`config.mk`:
```
export PLATFORM = sky130hd
export DESIGN_NAME = haze_removal_core
export DESIGN_NICKNAME = d
export VERILOG_FILES = /design/src/rtl/haze_removal_core_pkg.sv /design/src/rtl/haze_removal_core_q8_divider.sv /design/src/rtl/haze_removal_core.sv
export SDC_FILE = /design/constraint.sdc
export NUM_CORES = 2
export LEC_CHECK = 0
export CORE_MARGIN = 4
export CORE_UTILIZATION = 56
export DETAILED_ROUTE_END_ITERATION = 16
export PLACE_DENSITY = 0.81
export SLEW_MARGIN = 15
export SYNTH_ARGS = -nofsm -noshare
export SYNTH_HDL_FRONTEND = slang
export SYNTH_SLANG_ARGS = --single-unit
```
`constraint.sdc`:
```
create_clock -name clk -period 82.4 [get_ports clk]
set_input_delay 8.24 -clock clk [delete_from_list [all_inputs] [get_ports clk]]
set_output_delay 8.24 -clock clk [all_outputs]
set_load 0.03 [all_outputs]
```
`src/rtl/haze_removal_core_pkg.sv`:
```
// Shared constants, pixel types and small helpers for the haze removal pipeline.
package haze_removal_core_pkg;

  localparam int unsigned ONE_Q8       = 256;
  localparam int unsigned T0_NORMAL_Q8 = 26;
  localparam int unsigned T0_LOW_Q8    = 51;
  localparam int unsigned PIX_W        = 8;
  localparam int unsigned WIN_N        = 9;
  localparam int unsigned RGB_W        = 3 * PIX_W;
  localparam int unsigned WIN_W        = WIN_N * RGB_W;
  localparam int unsigned CENTRE_IDX   = 4;

  typedef enum logic {
    MODE_NORMAL = 1'b0,
    MODE_LOW    = 1'b1
  } haze_mode_e;

  typedef struct packed {
    logic [PIX_W-1:0] r;
    logic [PIX_W-1:0] g;
    logic [PIX_W-1:0] b;
  } rgb_t;

  function automatic rgb_t win_pixel(input logic [WIN_W-1:0] win, input int unsigned k);
    return win[WIN_W-1-RGB_W*k -: RGB_W];
  endfunction

  function automatic logic [PIX_W-1:0] min3(input logic [PIX_W-1:0] a,
                                            input logic [PIX_W-1:0] b,
                                            input logic [PIX_W-1:0] c);
    logic [PIX_W-1:0] m;
    m = (a < b) ? a : b;
    return (c < m) ? c : m;
  endfunction

  // Normal mode tracks the running maximum; low-light mode is a 7/8 leaky average with rounding.
  function automatic logic [PIX_W-1:0] light_update(input haze_mode_e md,
                                                    input logic [PIX_W-1:0] prev,
                                                    input logic [PIX_W-1:0] m);
    logic [PIX_W+2:0] acc;
    acc = '0;
    if (md == MODE_LOW) begin
      acc = ({3'b000, prev} << 3) - {3'b000, prev} + {3'b000, m} + (PIX_W+3)'(4);
      return acc[PIX_W+2:3];
    end
    return (m > prev) ? m : prev;
  endfunction

endpackage

```
`src/rtl/haze_removal_core_q8_divider.sv`:
```
// Combinational unsigned restoring divider; quotient saturates to all-ones when it exceeds W_Q bits.
module q8_divider #(
  parameter int unsigned W_N = 16,
  parameter int unsigned W_D = 8,
  parameter int unsigned W_Q = 8
) (
  input  logic [W_N-1:0] num,
  input  logic [W_D-1:0] den,
  output logic [W_Q-1:0] quo
);

  logic [W_N-1:0] q_full;
  logic [W_D:0]   rem;

  // A zero divisor yields an all-ones quotient, which the saturation then maps to '1.
  always_comb begin
    q_full = '0;
    rem    = '0;
    for (int unsigned k = 0; k < W_N; k++) begin
      rem = {rem[W_D-1:0], num[W_N-1-k]};
      if (rem >= {1'b0, den}) begin
        rem               = rem - {1'b0, den};
        q_full[W_N-1-k]   = 1'b1;
      end
    end
    quo = (|q_full[W_N-1:W_Q]) ? '1 : q_full[W_Q-1:0];
  end

endmodule

```
`src/rtl/haze_removal_core.sv`:
```
// Four-stage dark-channel haze removal: window min, atmospheric light, transmission, restore.
module haze_removal_core #(
  parameter int unsigned W_FRAC    = 8,
  parameter int unsigned T0_NORMAL = haze_removal_core_pkg::T0_NORMAL_Q8,
  parameter int unsigned T0_LOW    = haze_removal_core_pkg::T0_LOW_Q8
) (
  input  logic         clk,
  input  logic         rst,
  input  logic         mode,
  input  logic         load,
  input  logic [215:0] rgb_window,
  input  logic [4:0]   w,
  input  logic [7:0]   a_prev_r,
  input  logic [7:0]   a_prev_g,
  input  logic [7:0]   a_prev_b,
  output logic [7:0]   a_glob_r,
  output logic [7:0]   a_glob_g,
  output logic [7:0]   a_glob_b,
  output logic [7:0]   o_r,
  output logic [7:0]   o_g,
  output logic [7:0]   o_b,
  output logic [11:0]  t_inv,
  output logic         ed_bit
);
  import haze_removal_core_pkg::*;

  localparam int unsigned T_W     = W_FRAC + 1;
  localparam int unsigned RAT_NW  = PIX_W + W_FRAC;
  localparam int unsigned REC_NW  = 2 * W_FRAC + 1;
  localparam int unsigned TINV_W  = 12;
  localparam int unsigned PROD_W  = 22;
  localparam int unsigned WR_W    = 13;
  localparam logic [T_W-1:0]    ONE_T     = T_W'(1) << W_FRAC;
  localparam logic [REC_NW-1:0] RECIP_NUM = REC_NW'(1) << (2 * W_FRAC);

  // Signed restore: A + floor((I - A) * t_inv / 2^W_FRAC), clamped to pixel range.
  function automatic logic [PIX_W-1:0] restore(input logic [PIX_W-1:0] a,
                                               input logic [PIX_W-1:0] i,
                                               input logic [TINV_W-1:0] ti);
    logic signed [PROD_W-1:0] d, t, p, s;
    d = $signed({{(PROD_W-PIX_W){1'b0}}, i}) - $signed({{(PROD_W-PIX_W){1'b0}}, a});
    t = $signed({{(PROD_W-TINV_W){1'b0}}, ti});
    p = (d * t) >>> W_FRAC;
    s = p + $signed({{(PROD_W-PIX_W){1'b0}}, a});
    if (s < 22'sd0)
      return '0;
    else if (s > 22'sd255)
      return '1;
    return s[PIX_W-1:0];
  endfunction

  haze_mode_e mode_e;
  assign mode_e = haze_mode_e'(mode);

  // S0: window register
  logic [WIN_W-1:0] win_q;

  always_ff @(posedge clk) begin
    if (rst)
      win_q <= '0;
    else if (load)
      win_q <= rgb_window;
  end

  // S1: per-channel minima and dark channel
  logic [PIX_W-1:0] mn_r, mn_g, mn_b;
  rgb_t             px;

  always_comb begin
    px   = '0;
    mn_r = '1;
    mn_g = '1;
    mn_b = '1;
    for (int unsigned k = 0; k < WIN_N; k++) begin
      px = win_pixel(win_q, k);
      if (px.r < mn_r) mn_r = px.r;
      if (px.g < mn_g) mn_g = px.g;
      if (px.b < mn_b) mn_b = px.b;
    end
  end

  rgb_t             s1_min, s1_ctr;
  logic [PIX_W-1:0] s1_dark;

  always_ff @(posedge clk) begin
    if (rst) begin
      s1_min  <= '0;
      s1_ctr  <= '0;
      s1_dark <= '0;
    end else begin
      s1_min  <= '{r: mn_r, g: mn_g, b: mn_b};
      s1_ctr  <= win_pixel(win_q, CENTRE_IDX);
      s1_dark <= min3(mn_r, mn_g, mn_b);
    end
  end

  // S2: atmospheric light
  rgb_t             a_q, s2_ctr;
  logic [PIX_W-1:0] s2_dark;

  always_ff @(posedge clk) begin
    if (rst) begin
      a_q     <= '0;
      s2_ctr  <= '0;
      s2_dark <= '0;
    end else begin
      a_q.r   <= light_update(mode_e, a_prev_r, s1_min.r);
      a_q.g   <= light_update(mode_e, a_prev_g, s1_min.g);
      a_q.b   <= light_update(mode_e, a_prev_b, s1_min.b);
      s2_ctr  <= s2_ctr_next();
      s2_dark <= s1_dark;
    end
  end

  function automatic rgb_t s2_ctr_next();
    return s1_ctr;
  endfunction

  assign a_glob_r = a_q.r;
  assign a_glob_g = a_q.g;
  assign a_glob_b = a_q.b;

  // S3: transmission with floor clamp, then its reciprocal
  logic [PIX_W-1:0]  amin, ratio;
  logic [T_W-1:0]    t_raw, t0, t_fl;
  logic              clamp;
  logic [TINV_W-1:0] tinv_next;

  always_comb begin
    amin  = min3(a_q.r, a_q.g, a_q.b);
    if (amin == '0)
      amin = PIX_W'(1);
    t_raw = ONE_T - T_W'((WR_W'(w) * WR_W'(ratio)) >> 5);
    t0    = (mode_e == MODE_LOW) ? T_W'(T0_LOW) : T_W'(T0_NORMAL);
    clamp = (t_raw < t0);
    t_fl  = clamp ? t0 : t_raw;
  end

  // Quotient saturation to 8 bits performs the min(...,255) on the ratio.
  q8_divider #(
    .W_N (RAT_NW),
    .W_D (PIX_W),
    .W_Q (PIX_W)
  ) u_ratio_div (
    .num ({s2_dark, {W_FRAC{1'b0}}}),
    .den (amin),
    .quo (ratio)
  );

  q8_divider #(
    .W_N (REC_NW),
    .W_D (T_W),
    .W_Q (TINV_W)
  ) u_recip_div (
    .num (RECIP_NUM),
    .den (t_fl),
    .quo (tinv_next)
  );

  rgb_t s3_a, s3_ctr;

  always_ff @(posedge clk) begin
    if (rst) begin
      t_inv  <= '0;
      ed_bit <= 1'b0;
      s3_a   <= '0;
      s3_ctr <= '0;
    end else begin
      t_inv  <= tinv_next;
      ed_bit <= clamp;
      s3_a   <= a_q;
      s3_ctr <= s2_ctr;
    end
  end

  // S4: restored centre pixel
  always_ff @(posedge clk) begin
    if (rst) begin
      o_r <= '0;
      o_g <= '0;
      o_b <= '0;
    end else begin
      o_r <= restore(s3_a.r, s3_ctr.r, t_inv);
      o_g <= restore(s3_a.g, s3_ctr.g, t_inv);
      o_b <= restore(s3_a.b, s3_ctr.b, t_inv);
    end
  end

endmodule

```
# == Word level (Yosys, flattened, before mapping) ==
# Index checks and enable logic that the tools add are counted.
# word_totals
reg_bits,413
latchBits,0
ram_bits,0
romBits,0
in_bits,249
out_inout_bits,61
n_memories,0
# classes
addsub,47
mul,4
div,0
n_lt_le_gt_ge,74
eq_ne,0
shifts,0
mux,129
bitwise_logic,0
n_reduce_logical,3
# op_table
operator,n
8-bit 2-to-1 mux,66
8-bit less-than comparator,28
10-bit by 9-bit >= comparator with 1-bit output,16
9-bit 2-to-1 mux,17
9-bit by 8-bit >= comparator with 1-bit output,15
9-bit subtractor,15
8-bit subtractor,14
9-bit by 13-bit multiplier with 22-bit output,3
14-bit by 9-bit adder with 15-bit output,3
"15-bit by 9-bit greater-than comparator with 1-bit output, second input constant",3
"15-bit by 1-bit less-than comparator with 1-bit output, second input constant",3
1-bit 2-to-1 mux,44
"11-bit by 3-bit adder with 11-bit output, second input constant",3
11-bit by 8-bit adder with 11-bit output,3
11-bit by 8-bit subtractor with 11-bit output,3
8-bit by 8-bit subtractor with 9-bit output,3
8-bit greater-than comparator,3
"8-bit less-than comparator, second input constant",3
5-bit by 8-bit multiplier with 13-bit output,1
12-bit 2-to-1 mux,1
"1-bit by 9-bit >= comparator with 1-bit output, first input constant",1
9-bit by 6-bit less-than comparator with 1-bit output,1
"1-bit by 9-bit subtractor with 9-bit output, first input constant",1
"9-bit by 8-bit subtractor with 9-bit output, first input constant",1
other kinds (6),6

# == Longest topological paths before layout ==
# depth
word_depth,78
ltp_mapped,447

# == Modules after synthesis ==
# From an unflattened synthesis, not the netlist that was laid out.
# unflattened
hier_cells,6112
area_unflattened_um2,52115.0
# modules_own_cells
mod,instances,cells_each,area_per_inst_um2,seq_area_each_um2
haze_removal_core,1,4240,37302.0,8267.9
q8_divider (u_recip_div),1,1029,8085.3,0.0
q8_divider (u_ratio_div),1,843,6727.7,0.0

# == Worst setup path before layout ==
# Ideal clock, no wire load.
# synth_path
kind,reg2reg
startpoint,"reg a_q, in the netlist a_glob_g[2]"
endpoint,reg t_inv[0]
setup_time_ns,0.126
t_arrival_ns,79.260
t_required_ns,82.274
setup_slack_ns,3.014
stages_incl_launch_ff,429
n_path_buf,22
synth_period_minus_slack_ns,79.386
cell_sequence,dfxtp_1 inv_1 ha_1 o21ai_1 and2b_1 o31ai_2 buf_4 mux2i_1 ha_1 a21oi_1 o21a_1 o211ai_1 o31a_1 or3_1 and2_1 clkbuf_1 ha_1 inv_1 (+393 left out) nand2_1 and2_1 o21ai_0 nand2b_1 a21o_1 a21o_1 a21oi_1 nand2_4 mux2_4 ha_1 a21o_1 a21o_1 a21oi_1 nor2_1 nor2_1 nand3_1 nor4bb_1 nor4_1
# synth_via
elab_chain_cells,78
# synth_rtl
element,line_no,rtl
start: declaration,haze_removal_core.sv:98,"rgb_t a_q, s2_ctr;"
8-bit less-than comparator,haze_removal_core_pkg.sv:32,m = (a < b) ? a : b;
8-bit 2-to-1 mux (*),haze_removal_core_pkg.sv:32,
8-bit less-than comparator,haze_removal_core_pkg.sv:33,return (c < m) ? c : m;
8-bit 2-to-1 mux (*),haze_removal_core_pkg.sv:33,
8-bit logical NOT,haze_removal_core.sv:131,if (amin == '0)
8-bit 2-to-1 mux (*),haze_removal_core.sv:131,
1-bit by 8-bit subtractor with 8-bit output / 1-bit by 8-bit >= comparator with 1-bit output (equally long branches),"haze_removal_core_q8_divider.sv:22, haze_removal_core_q8_divider.sv:21",
8-bit 2-to-1 mux,haze_removal_core_q8_divider.sv:21,"if (rem >= {1'b0, den}) begin"
(+62 left out),--,
9-bit 2-to-1 mux,haze_removal_core_q8_divider.sv:21,
9-bit subtractor / 10-bit by 9-bit >= comparator with 1-bit output (equally long branches),"haze_removal_core_q8_divider.sv:22, haze_removal_core_q8_divider.sv:21",
9-bit 2-to-1 mux,haze_removal_core_q8_divider.sv:21,
9-bit subtractor / 10-bit by 9-bit >= comparator with 1-bit output (equally long branches),"haze_removal_core_q8_divider.sv:22, haze_removal_core_q8_divider.sv:21",
9-bit 2-to-1 mux,haze_removal_core_q8_divider.sv:21,
10-bit by 9-bit >= comparator with 1-bit output,haze_removal_core_q8_divider.sv:21,
1-bit 2-to-1 mux,haze_removal_core_q8_divider.sv:21,
12-bit 2-to-1 mux (*),haze_removal_core_q8_divider.sv:26,quo = (|q_full[W_N-1:W_Q]) ? '1 : q_full[W_Q-1:0];
end signal: assignment,haze_removal_core.sv:169,t_inv <= tinv_next;
end: declaration,haze_removal_core.sv:22,"output logic [11:0] t_inv,"
# Mark *: on every way between the ends. The rest lies on a longest branch, timed or not.
# A chain may end at the register's enable or synchronous reset.

# == Worst setup path in the final report ==
# layout_path
startpoint,"reg a_q, in the netlist a_glob_g[3]"
endpoint,reg t_inv[0]
# The elaborated chain is that of the path after synthesis.

==> impl_metrics.env <==
export IMPL_tritoncts="yes"
export IMPL_count_of_vias_placed_by_the_detailed_router=46060
export IMPL_sequential_cell_area_um2=8270
export IMPL_final_net_count=7857
export IMPL_tightestPinTransition_ns=1.123
export IMPL_report_final_setup_viol=0
export IMPL_place_congestion=0.9756
export IMPL_initial_core_util_pct=56.77
export IMPL_numPortBuffers=309
export IMPL_asyncSetResetFlopFracSynth_pct=0
export IMPL_synth_seq_area_share_pct=16.38
export IMPL_clockBufferDepth=3
export IMPL_route_detailed_vias_per_inst=5.863
export IMPL_clock_fmax_mhz=12.91
export IMPL_cts_hold_buf=0
export IMPL_timing_critical_path_slowest_stage_cell="or4b_4"
export IMPL_dieArea_um2=95010
export IMPL_num_io_pins=310
export IMPL_num_rows=109
export IMPL_worst_hold_path_type="reg -> reg"
export IMPL_hold_viol_final=0
export IMPL_finClkSkew_ns=0.03635
export IMPL_synth_area_per_cell_um2=8.320
export IMPL_die_width_um=308.2
export IMPL_fp_coreArea_um2=88920
export IMPL_filler_cell_count=7116
export IMPL_ys_flop_type="dfxtp_1"
export IMPL_synth_top_cell_by_area="ha_1"
export IMPL_number_of_clock_sinks=413
export IMPL_final_number_of_max_transition_violations=0
export IMPL_wire_per_inst_um=19.54
export IMPL_drc=0
export IMPL_slowest_delay_ns=0.57
export IMPL_post_synth_main_area_contributors="ha_1 18%, dfxtp_1 16%, fa_1 10%"
export IMPL_critical_path_peak_fanout=11
export IMPL_multi_input_comb_area_um2=39310
export IMPL_place_hpwl_um=119500
export IMPL_worst_skew_pair_late_latency_ns=0.64
export IMPL_critPathKind="reg -> reg"
export IMPL_critical_path_arrival_ns=77.94
export IMPL_synth_ff_latch_count=413
export IMPL_wire_length_of_the_first_global_routing_pass_um=238800
export IMPL_ant_nets=0
export IMPL_endpoint_kind="flip-flop"
export IMPL_drive_above_1_share_pct=12.04
export IMPL_setup_ws_ns=4.931
export IMPL_proportion_of_netlist_area_held_by_the_largest_area_contributor_pct=18.12
export IMPL_grt_max_degree=230
export IMPL_finalWorstPathRequiredPeriod_ns=77.47
export IMPL_pre_antenna_drt_iters=6
export IMPL_root_buffer_selected_by_cts="clkbuf_16"
export IMPL_yosys_warnings=0
export IMPL_critical_path_startpoint_type="flip-flop"
export IMPL_maxCapViolCount=0
export IMPL_reg2reg_setup_slack_ns=4.93
export IMPL_die_y_um=308.2
export IMPL_slew_limit_headroom_pct=24.17
export IMPL_grt_antenna_before_repair=49
export IMPL_crit_path_frequent_cell="a21o_1"
export IMPL_syn_area_um2=50480
export IMPL_first_global_vias=45380
export IMPL_synthToLayoutAreaGrowth_pct=17.85
export IMPL_cts_inserted_buffers=49
export IMPL_initialDrtViolationCount=3526
export IMPL_synth_edff_count=0
export IMPL_period_share_pct=94.02
export IMPL_cts_htree_levels=2
export IMPL_grt_use_total_pct=31.08
export IMPL_outcome="completed"
export IMPL_synth_cell_type_count=126
export IMPL_overflow=0
export IMPL_pre_cts_ws_ns=0.06425
export IMPL_cts_clk_slew_worst_paths_ns=0.06
export IMPL_synth_cells=6067
export IMPL_endpoint_required_time_on_the_critical_path_ns=82.87
export IMPL_wl_um=153500
==> cell families (layout without fill, tap and decap cells) <==
logic type               count (synthesis)  after routing  share of synthesized area, %
AO/OA/AOI/OAI                         1270           1271                         17.02
XOR/XNOR                               256            256                         4.457
adder cells (fa/ha/maj)                987            987                         28.27
buffers and inverters                  885           1474                         6.772
flip-flops                             413            413                         16.38
multiplexers                           467            467                         9.793
other                                    1             36                      0.007429
AND/OR/NAND/NOR                       1788           1788                         17.30
==> routing by layer <==
metal	track usage, %	wire length (µm)
met1	41.34	66000
met2	50.02	68250
met3	6.194	12840
met4	11.80	6274
met5	0	162
==> final timing paths <==
kind	depth (start not counted)	from	endpoint
worst max-delay path	418	a_glob_g[3]$_SDFF_PP0_	t_inv[0]$_SDFF_PP0_
worst min-delay path	1	s2_ctr[2]$_SDFF_PP0_	s3_ctr[2]$_SDFF_PP0_
worst max register to register	418	a_glob_g[3]$_SDFF_PP0_	t_inv[0]$_SDFF_PP0_
worst min register to register	1	s2_ctr[2]$_SDFF_PP0_	s3_ctr[2]$_SDFF_PP0_
==> cell type report <==
type,count,share of cell area (%)
Antenna cell,33,0.1388
Clock buffer,61,2.238
Clock inverter,28,0.7004
Inverter,696,4.392
Multi-Input combinational cell,4772,66.07
Sequential cell,413,13.90
Tap cell,1165,2.450
Timing Repair Buffer,689,10.11
==> cell usage after synthesis, drive strengths merged, types with 22 or more instances <==
| master | instances |
|---|---|
| a211oi | 65 |
| a21o | 194 |
| a21oi | 345 |
| a31oi | 42 |
| and2 | 151 |
| and3 | 31 |
| buf | 56 |
| clkbuf | 133 |
| dfxtp | 413 |
| fa | 256 |
| ha | 731 |
| inv | 693 |
| mux2 | 161 |
| mux2i | 306 |
| nand2 | 355 |
| nand2b | 137 |
| nand3 | 65 |
| nand4 | 37 |
| nor2 | 630 |
| nor2b | 160 |
| nor3 | 101 |
| nor4 | 22 |
| o211ai | 32 |
| o21a | 118 |
| o21ai | 226 |
| o21bai | 39 |
| o31ai | 26 |
| or3 | 24 |
| xnor2 | 155 |
| xor2 | 101 |
==> through the flow <==
| stage | setup TNS, ns | std cells | util, % | instance area, µm² | hold WS [ns] |
|---|---|---|---|---|---|
| 2_1_floorplan | 0 | 6069 | - | 50480 | 0.4138 |
| 3_3_place_gp | 0 | 7685 | 63.82 | 56750 | 0.4202 |
| 3_5_place_dp | 0 | 7685 | 63.82 | 56750 | 0.4204 |
| 4_1_cts | 0 | 7774 | 65.80 | 58510 | 0.4351 |
| 5_1_grt | -0.5311 | 7846 | 66.87 | 59460 | 0.4555 |
| 6_report | 0 | 7857 | 66.90 | 59490 | 0.4314 |
==> placed cells by master (no fill, tap or decap), drive strengths merged, types with 118 or more instances in the layout <==
cell,n
nand2b,137
fa,256
nor2,630
a21o,194
dfxtp,413
o21a,118
o21ai,226
clkdlybuf4s50,306
ha,731
xnor2,155
buf,383
nand2,355
nor2b,160
and2,151
mux2i,306
mux2,161
a21oi,345
inv,697
==> worst max-delay path, delay by kind of cell, from the launching register on <==
family | cells | cell delay, ns
XOR/XNOR | 3 | 0.33
flip-flops | 1 | 0.38
adder cells (fa/ha/maj) | 41 | 12.23
multiplexers | 21 | 6.15
buffers and inverters | 36 | 4.41
AND/OR/NAND/NOR | 101 | 15.89
AO/OA/AOI/OAI | 216 | 37.78
==> flip-flops by register name, indices dropped and copies added, names as in the netlist <==
signal,count
win_q,216
s1_ctr,24
s1_min,24
s2_ctr,24
s3_a,24
s3_ctr,24
t_inv,12
a_glob_b,8
a_glob_g,8
a_glob_r,8
o_b,8
o_g,8
o_r,8
s1_dark,8
s2_dark,8
ed_bit,1
==> timing repair <==
item	in CTS	in global routing
pin swaps	0	33
resized for setup	2	123
cloned	0	1
setup endpoints to repair	1	4
buffers inserted	0	49
Power is not shown: default switching activity piles up to over one toggle a cycle in this logic, so the estimate is an artifact.
